File: src/rtl/lcd_ctrl.sv
`default_nettype none
// ============================================================================
// Module      : lcd_ctrl
// Description : Pin-level write driver for an HD44780-compatible character
//               LCD. After reset it waits out the panel power-up time and
//               sends the four-command init sequence. It then executes
//               firmware write requests: each request is an RS/DATA pair
//               plus a toggled REQ bit.
//
// Ports       : i_clk        system clock, rising edge
//               i_rst_n      synchronous active-low reset
//               i_io_lcd     LSU LCD register: [31] ON, [11] REQ toggle,
//                            [9] RS, [7:0] DATA (other bits ignored)
//               o_lcd_on     panel/backlight enable (i_io_lcd[31], 1 cycle)
//               o_lcd_en     LCD EN strobe
//               o_lcd_rs     LCD register select
//               o_lcd_rw     LCD read/write, tied to write
//               o_lcd_data   LCD data bus
//               o_busy       init or a transaction in progress
//               o_ack        REQ value of the last completed request
// Revision    : 1.0 - initial release
// ============================================================================
module lcd_ctrl #(
    parameter int T_PWRUP = 750000,
    parameter int T_SETUP = 2,
    parameter int T_EN    = 12,
    parameter int T_HOLD  = 2,
    parameter int T_SHORT = 2000,
    parameter int T_LONG  = 82000
) (
    input  logic        i_clk,
    input  logic        i_rst_n,
    input  logic [31:0] i_io_lcd,
    output logic        o_lcd_on,
    output logic        o_lcd_en,
    output logic        o_lcd_rs,
    output logic        o_lcd_rw,
    output logic [7:0]  o_lcd_data,
    output logic        o_busy,
    output logic        o_ack
);

    // One shared counter serves every timed state. It is wide enough for
    // the longest delay, which includes the power-up wait.
    localparam int c_T_MAX_A = (T_PWRUP > T_LONG)  ? T_PWRUP : T_LONG;
    localparam int c_T_MAX_B = (T_SHORT > T_EN)    ? T_SHORT : T_EN;
    localparam int c_T_MAX_C = (T_SETUP > T_HOLD)  ? T_SETUP : T_HOLD;
    localparam int c_T_MAX_D = (c_T_MAX_A > c_T_MAX_B) ? c_T_MAX_A : c_T_MAX_B;
    localparam int c_T_MAX   = (c_T_MAX_D > c_T_MAX_C) ? c_T_MAX_D : c_T_MAX_C;
    localparam int c_CW      = $clog2(c_T_MAX + 1);

    localparam logic [2:0] c_PWRUP = 3'd0;
    localparam logic [2:0] c_INIT  = 3'd1;
    localparam logic [2:0] c_SETUP = 3'd2;
    localparam logic [2:0] c_EN_HI = 3'd3;
    localparam logic [2:0] c_HOLD  = 3'd4;
    localparam logic [2:0] c_WAIT  = 3'd5;
    localparam logic [2:0] c_IDLE  = 3'd6;

    logic [2:0]      r_state;
    logic [c_CW-1:0] r_cnt;
    logic [1:0]      r_idx;
    logic            r_init;
    logic            r_rs;
    logic [7:0]      r_data;
    logic            r_req;
    logic            r_req_seen;
    logic            r_ack;
    logic            r_en;
    logic            r_busy;
    logic            r_on;

    logic [c_CW-1:0] w_dur;
    logic            w_done;
    logic            w_long;
    logic [7:0]      w_rom;
    logic            w_unused;

    // Only ON, REQ, RS and DATA are meaningful in the LSU register.
    assign w_unused = ^{i_io_lcd[30:12], i_io_lcd[10], i_io_lcd[8]};

    // Clear display (0x01) needs the long execution wait.
    assign w_long = (r_rs == 1'b0) && (r_data[7:1] == 7'd0) && (r_data != 8'd0);

    always_comb begin
        w_dur = c_CW'(1);
        case (r_state)
            c_PWRUP: w_dur = c_CW'(T_PWRUP);
            c_SETUP: w_dur = c_CW'(T_SETUP);
            c_EN_HI: w_dur = c_CW'(T_EN);
            c_HOLD:  w_dur = c_CW'(T_HOLD);
            c_WAIT:  w_dur = w_long ? c_CW'(T_LONG) : c_CW'(T_SHORT);
            default: w_dur = c_CW'(1);
        endcase
    end

    // The counter starts at 0 on state entry; the state has lasted w_dur
    // cycles when the count reaches w_dur-1, so it never wraps.
    assign w_done = (r_cnt == (w_dur - c_CW'(1)));

    // Function set 8-bit/2-line, display on, clear, entry mode increment.
    always_comb begin
        w_rom = 8'h38;
        case (r_idx)
            2'd0:    w_rom = 8'h38;
            2'd1:    w_rom = 8'h0C;
            2'd2:    w_rom = 8'h01;
            default: w_rom = 8'h06;
        endcase
    end

    always_ff @(posedge i_clk) begin
        if (!i_rst_n) begin
            r_state    <= c_PWRUP;
            r_cnt      <= '0;
            r_idx      <= 2'd0;
            r_init     <= 1'b1;
            r_rs       <= 1'b0;
            r_data     <= 8'd0;
            r_req      <= 1'b0;
            r_req_seen <= 1'b0;
            r_ack      <= 1'b0;
            r_en       <= 1'b0;
            r_busy     <= 1'b1;
            r_on       <= 1'b0;
        end else begin
            r_on <= i_io_lcd[31];
            case (r_state)
                c_PWRUP: begin
                    if (w_done) begin
                        r_state <= c_INIT;
                        r_cnt   <= '0;
                        r_idx   <= 2'd0;
                    end else begin
                        r_cnt <= r_cnt + c_CW'(1);
                    end
                end
                c_INIT: begin
                    r_rs    <= 1'b0;
                    r_data  <= w_rom;
                    r_state <= c_SETUP;
                    r_cnt   <= '0;
                end
                c_SETUP: begin
                    if (w_done) begin
                        r_state <= c_EN_HI;
                        r_cnt   <= '0;
                        r_en    <= 1'b1;
                    end else begin
                        r_cnt <= r_cnt + c_CW'(1);
                    end
                end
                c_EN_HI: begin
                    if (w_done) begin
                        r_state <= c_HOLD;
                        r_cnt   <= '0;
                        r_en    <= 1'b0;
                    end else begin
                        r_cnt <= r_cnt + c_CW'(1);
                    end
                end
                c_HOLD: begin
                    if (w_done) begin
                        r_state <= c_WAIT;
                        r_cnt   <= '0;
                    end else begin
                        r_cnt <= r_cnt + c_CW'(1);
                    end
                end
                c_WAIT: begin
                    if (w_done) begin
                        r_cnt <= '0;
                        if (r_init && (r_idx != 2'd3)) begin
                            r_idx   <= r_idx + 2'd1;
                            r_state <= c_INIT;
                        end else begin
                            // Init completion leaves o_ack alone; only a
                            // firmware request is acknowledged.
                            if (!r_init) begin
                                r_ack <= r_req;
                            end
                            r_init  <= 1'b0;
                            r_busy  <= 1'b0;
                            r_state <= c_IDLE;
                        end
                    end else begin
                        r_cnt <= r_cnt + c_CW'(1);
                    end
                end
                c_IDLE: begin
                    if (i_io_lcd[11] != r_req_seen) begin
                        r_rs       <= i_io_lcd[9];
                        r_data     <= i_io_lcd[7:0];
                        r_req      <= i_io_lcd[11];
                        r_req_seen <= i_io_lcd[11];
                        r_busy     <= 1'b1;
                        r_state    <= c_SETUP;
                        r_cnt      <= '0;
                    end
                end
                default: begin
                    r_state <= c_PWRUP;
                    r_cnt   <= '0;
                    r_en    <= 1'b0;
                    r_busy  <= 1'b1;
                end
            endcase
        end
    end

    assign o_lcd_on   = r_on;
    assign o_lcd_en   = r_en;
    assign o_lcd_rs   = r_rs;
    assign o_lcd_rw   = 1'b0;
    assign o_lcd_data = r_data;
    assign o_busy     = r_busy;
    assign o_ack      = r_ack;

endmodule
`default_nettype wire

File: config.mk
export PLATFORM = sky130hd
export DESIGN_NAME = lcd_ctrl
export DESIGN_NICKNAME = d
export VERILOG_FILES = /design/src/rtl/lcd_ctrl.sv
export SDC_FILE = /design/constraint.sdc
export NUM_CORES = 1
export LEC_CHECK = 0
export ABC_AREA = 1
export CAP_MARGIN = 15
export CELL_PAD_IN_SITES_DETAIL_PLACEMENT = 0
export CELL_PAD_IN_SITES_GLOBAL_PLACEMENT = 1
export CORE_MARGIN = 3
export CORE_UTILIZATION = 37
export CTS_CLUSTER_DIAMETER = 40
export DETAILED_ROUTE_END_ITERATION = 10
export GPL_TIMING_DRIVEN = 0
export PLACE_DENSITY_LB_ADDON = 0.25
export RECOVER_POWER = 50
export SETUP_SLACK_MARGIN = 0.02
export SYNTH_ARGS = -nofsm -noshare
export SYNTH_HDL_FRONTEND = slang
export SYNTH_SLANG_ARGS = --single-unit
File: constraint.sdc
create_clock -name i_clk -period 3.15 [get_ports i_clk]
set_input_delay 0.63 -clock i_clk [delete_from_list [all_inputs] [get_ports i_clk]]
set_output_delay 0.63 -clock i_clk [all_outputs]
set_load 0.05 [all_outputs]
* Yosys cells after proc, flatten, opt, wreduce, memory -nomap -nowiden
Index checks and enable logic that the tools add are counted.
** Storage, ports and cells
- Word-level logic and storage cells :: 88
- Input port bits :: 34
- Output and inout port bits :: 14
- Register bits after elaboration :: 40
** Operators by class
- Bitwise logic cells :: 5
- Equal/unequal tests :: 19
- Reductions and logical operators :: 21
- Multiplexer cells :: 29
- Add/subtract/negate cells :: 3
** Operators by type and width (number)
- $pmux W20 S4 :: 1
- $mux W20 :: 2
- $pmux W20 S2 :: 1
- $mux W3 :: 7
- $pmux W3 S7 :: 1
- $add A20 B1 Y20 const B :: 1
- $eq A20 B20 Y1 :: 1
- $sub A20 B1 Y20 const B :: 1
- $ne A2 B2 Y1 const B :: 9
- $pmux W6 S3 :: 1
- $mux W17 :: 1
- $pmux W8 S2 :: 1
- $reduce_or A5 Y1 :: 3
- $reduce_and A4 Y1 :: 3
- $eq A3 B3 Y1 const B :: 3
- $mux W8 :: 1
- $reduce_bool A8 Y1 :: 1
- $logic_not A7 Y1 :: 1
- $eq A3 B2 Y1 const B :: 2
- $mux W1 :: 6
- $mux W2 :: 3
- $pmux W1 S3 :: 2
- $reduce_and A3 Y1 :: 2
- $reduce_and A6 Y1 :: 1
- 14 further kinds :: 22

* Depth between registers and ports, before layout
- Depth in word-level cells :: 9
- Depth in mapped cells :: 19
- Gate-level depth less buffers :: 18

* Least setup slack after synthesis
No wires, ideal clock.
- Kind :: flip-flop to flip-flop
- Start :: register r_state[1]
- End :: register r_state[0]
- Path slack :: 0.858 ns
- Clock period less this slack :: 2.292 ns
- Cell stages (with the launch flop) :: 17
- Arrival time :: 2.179 ns
- Path buffers :: 0
- Setup time :: 0.113 ns
- Cells stage by stage :: dfxtp_1 > inv_4 > nand3_4 > nand3_2 > ha_1 > xor2_1 > nand2_1 > nor2_1 > nand3_1 > nor2_1 > nand2_1 > nor2_4 > nand2_4 > o21ai_2 > nand3_2 > nor2_1 > nor2_1
** Between the ends
- Word-level cells in the longest chain between the ends :: 7
** Ends and longest elaborated chain
- start: declaration :: RTL line 60 : logic [2:0] r_state;
- start signal: assignment :: RTL line 114 : r_state <= c_PWRUP;
- start signal: assignment :: RTL line 131 : r_state <= c_INIT;
- start signal: assignment :: RTL line 141 : r_state <= c_SETUP;
- $eq A3 B3 Y1 / $eq A3 B2 Y1 (equally long branches) :: RTL line 87, 128
- $reduce_or A2 Y1 (no source line)
- $pmux W20 S4 :: RTL line 87 : case (r_state)
- $sub A20 B1 Y20 :: RTL line 99 : assign w_done = (r_cnt == (w_dur - c_CW'(1)));
- $eq A20 B20 Y1 :: RTL line 99
- $ne A2 B2 Y1 (no source line)
- $reduce_and A6 Y1 (no source line)
Parallel ways exist; a longest one is shown, timed or not.
A chain may end at the register's enable or synchronous reset.

* Worst setup path after layout
- Start :: register r_state[1]
- End :: register r_state[1]
The elaborated chain is that of the path after synthesis.

==> results.md <==
- Status: completed
- Finished Layout Cells: 525
- Final hold slack: 460 ps
- Leak: approximately 1.3 nW
- Share of layout cells above drive strength 1: 8.33%
- Vias per Instance: 4.82
- Netlist cell types: 36
- RSZ-0062 raised after global routing: false
- GPL Wtd Cong: around 0.88
- Crit path DAT: ~2900 ps
- YS warnings: 0
- CTS clk-pin slew, worst paths: around 80 ps
- Iter 0 DRT Violations: between 100 and 150
- Worst setup endpoint: r_state[1]$_SDFFE_PN0P_
- Crit path launch: r_state[1]$_SDFFE_PN0P_
- Hold Path Class: reg -> reg
- Most frequent cells after synthesis: nand2_1 (127), inv_1 (41), dfxtp_1 (40)
- Met3 wire len: about 160 um
- CTS Sinks: 40
- Clk buf depth: 2
- H-tree Lvls: 2
- CTS Root Cell: clkbuf_8
- Area Overhead vs Synth: 18.1%
- Final min period: 2680 ps
- Pins Over Slew Limit: 0
- Flops & latches, synth: 40
- # rows: 29
- Via count: 2,533
- Mean Syn Cell Area: 6.47 sq um
- Final critical-path share of the clock period: between 80% and 90%
- Dpl cells: between 500 and 600
- Number of enable flip-flop cells after synthesis: 0
- Mapped Area: 2580 sq um
- Headroom to the max-slew limit: between 50% and 60%
- Final Hold Viols: 0
- Die Area: 8020 sq um
- Syn Inst Count: 399
- Global-route wire length before repair: 11,300 um
- M1 WL: ~3500 um
- Critical Path RT: 3380 ps
- Peak VDD IR: 385 uV
- Share of the synthesized area in the top cell type: 31.0%
- Area of the core: 6570 sq um
- Post-DP HPWL: 5010 um
- Drt first pass iters: 4
- Initial antenna violation count: 0
- Most common cell in the netlist: nand2_1
- Worst-Skew Late Latency: 300 ps
- Die H: 89.5 um
- Most used flip-flop cell after synthesis: dfxtp_1
- TNS Setup: 0 ps
- Post-Syn Nets: between 400 and 500
- Met2 WL: roughly 2900 um
- Antenna Violating Nets Remaining: 0
- Final setup vio count: 0
- IO Count: between 40 and 50
- Largest net degree at the start of global routing: 14
- Cts hold-fix bufs: 0
- CTS Buf Count: 5
- Fmax: 373 MHz
- Total congestion overflow: 0
- Leading area contributor after synthesis: dfxtp_1
- Reg2reg end: r_state[1]$_SDFFE_PN0P_
- Post-CTS Resized: 0
- Crit path kind: reg -> reg
- Synth top area cells: dfxtp_1 (31%), nand2_1 (18%), inv_1 (6.0%)
- Reg2Reg Setup Slack: 470 ps
- Worst slew pin tran: 606 ps
- GRT Total Usage: 17.9%
- Pwr per Cell Area: about 660 nW/um^2
- Critical path endpoint category: flop
- Antenna Cells: 0
- Worst Path Max Fanout: 10
- # Post-CTS Setup Buffers: 0
- Initial Util: between 30% and 40%
- CTS tree: done
- Max-Cap Viols: 0
- Top layer used by detailed routing: met4
- Layout Skew: roughly 6.3 ps
- Die width: 89.5 um
- Port buffer count: 25
- Vias in the first global route: between 2,000 and 2,500
- Async S/R FF share, synth: 0%
- Sequential area share after synthesis: between 30% and 40%
- Layout net count: roughly 470
- RR Startpoint: r_state[1]$_SDFFE_PN0P_
- Startpoint types: flop
- # DRC: 0
- Register-to-Register Path Depth: 17
- Post-Route WL: 6550 um
- WL/cell: 12.5 um
- Total power: 2.00 mW
registers in the layout, indices dropped and copies added, names as in the netlist:
name / flops
o_ack: 1
r_state: 3
r_idx: 2
o_busy: 1
r_init: 1
o_lcd_en: 1
o_lcd_data: 8
o_lcd_on: 1
o_lcd_rs: 1
r_req_seen: 1
r_cnt: 20
where the power goes:
part           switching [mW]  internal (mW)
clock network           0.199          0.235
registers              0.0556          0.571
logic                   0.633          0.303
placed cells by master, fill, tap and decap left out, types with 5 or more instances in the layout:
master and count:
xor2_1 6, o21ai_0 16, clkbuf_1 8, nand3_1 29, nor2_1 37, ha_1 7
clkdlybuf4s50_1 12, inv_1 41, clkbuf_8 5, nand2_1 127, nand4_1 10, a21oi_1 28
dlygate4sd3_1 13, dfxtp_1 40
critical path: stages, from the launching register on:
cell	delay, ps
dfxtp_1	520
nor2_2	100
nand2_2	200
nand3_2	130
ha_1	310
xor2_1	140
nand2_1	60
nor2_1	90
nand3_1	80
nor2_1	80
nand2_1	90
nor2_4	210
nand2_4	120
o21ai_2	100
nand3_2	130
nand2_1	80
nand2_1	50
nor2_1	110
stage by stage:
stage                     util (%)  setup WS, ps  area (sq um)
after detailed placement      44.9           516          2950
after floorplan                  -           858          2580
after global placement        44.9           489          2950
final                         46.4           473          3050
after CTS                     46.6           474          3060
after global routing          46.4           129          3050
metal layers:
| metal | up-vias | GRT usage, % |
|---|---|---|
| li1 | 1347 | - |
| met1 | 1148 | 25.2 |
| met2 | 34 | 29.1 |
| met3 | 4 | 3.23 |
| met4 | 0 | 2.57 |
| met5 | - | 0 |
worst min-delay path by stage:
stage	cells past startpoint	start	slack (ps)	end
after floorplan	2	r_init$_SDFFE_PN1P_	440	r_init$_SDFFE_PN1P_
after global placement	2	o_ack$_SDFFE_PN0P_	450	o_ack$_SDFFE_PN0P_
after detailed placement	2	r_init$_SDFFE_PN1P_	450	r_init$_SDFFE_PN1P_
after CTS	2	r_init$_SDFFE_PN1P_	460	r_init$_SDFFE_PN1P_
after global routing	2	o_lcd_en$_SDFFE_PN0P_	490	o_lcd_en$_SDFFE_PN0P_
final	2	o_lcd_en$_SDFFE_PN0P_	460	o_lcd_en$_SDFFE_PN0P_
kinds of logic (layout without fill, tap and decap cells):
logic type | after synthesis | after routing | share of synthesized area (%)
simple gates | 229 | 229 | 40.1
compound gates | 57 | 57 | 13.0
buf+inv | 57 | 90 | 9.30
flops | 40 | 40 | 31.0
xor+xnor | 8 | 8 | 3.00
fa+ha+maj | 7 | 7 | 3.39
other cells | 1 | 1 | 0.145
layout make-up:
type                    instances  area [sq um]
fillers                       720          3520
multi-input cells             302          1530
flip-flops and latches         40           801
repair buffers                 25           250
inverters                      44           168
well taps                      93           116
clock buffers                   5          68.8
plain buffers                  13          68.8
clock inverters                 3          42.5
(Power assumes the default switching activity.)
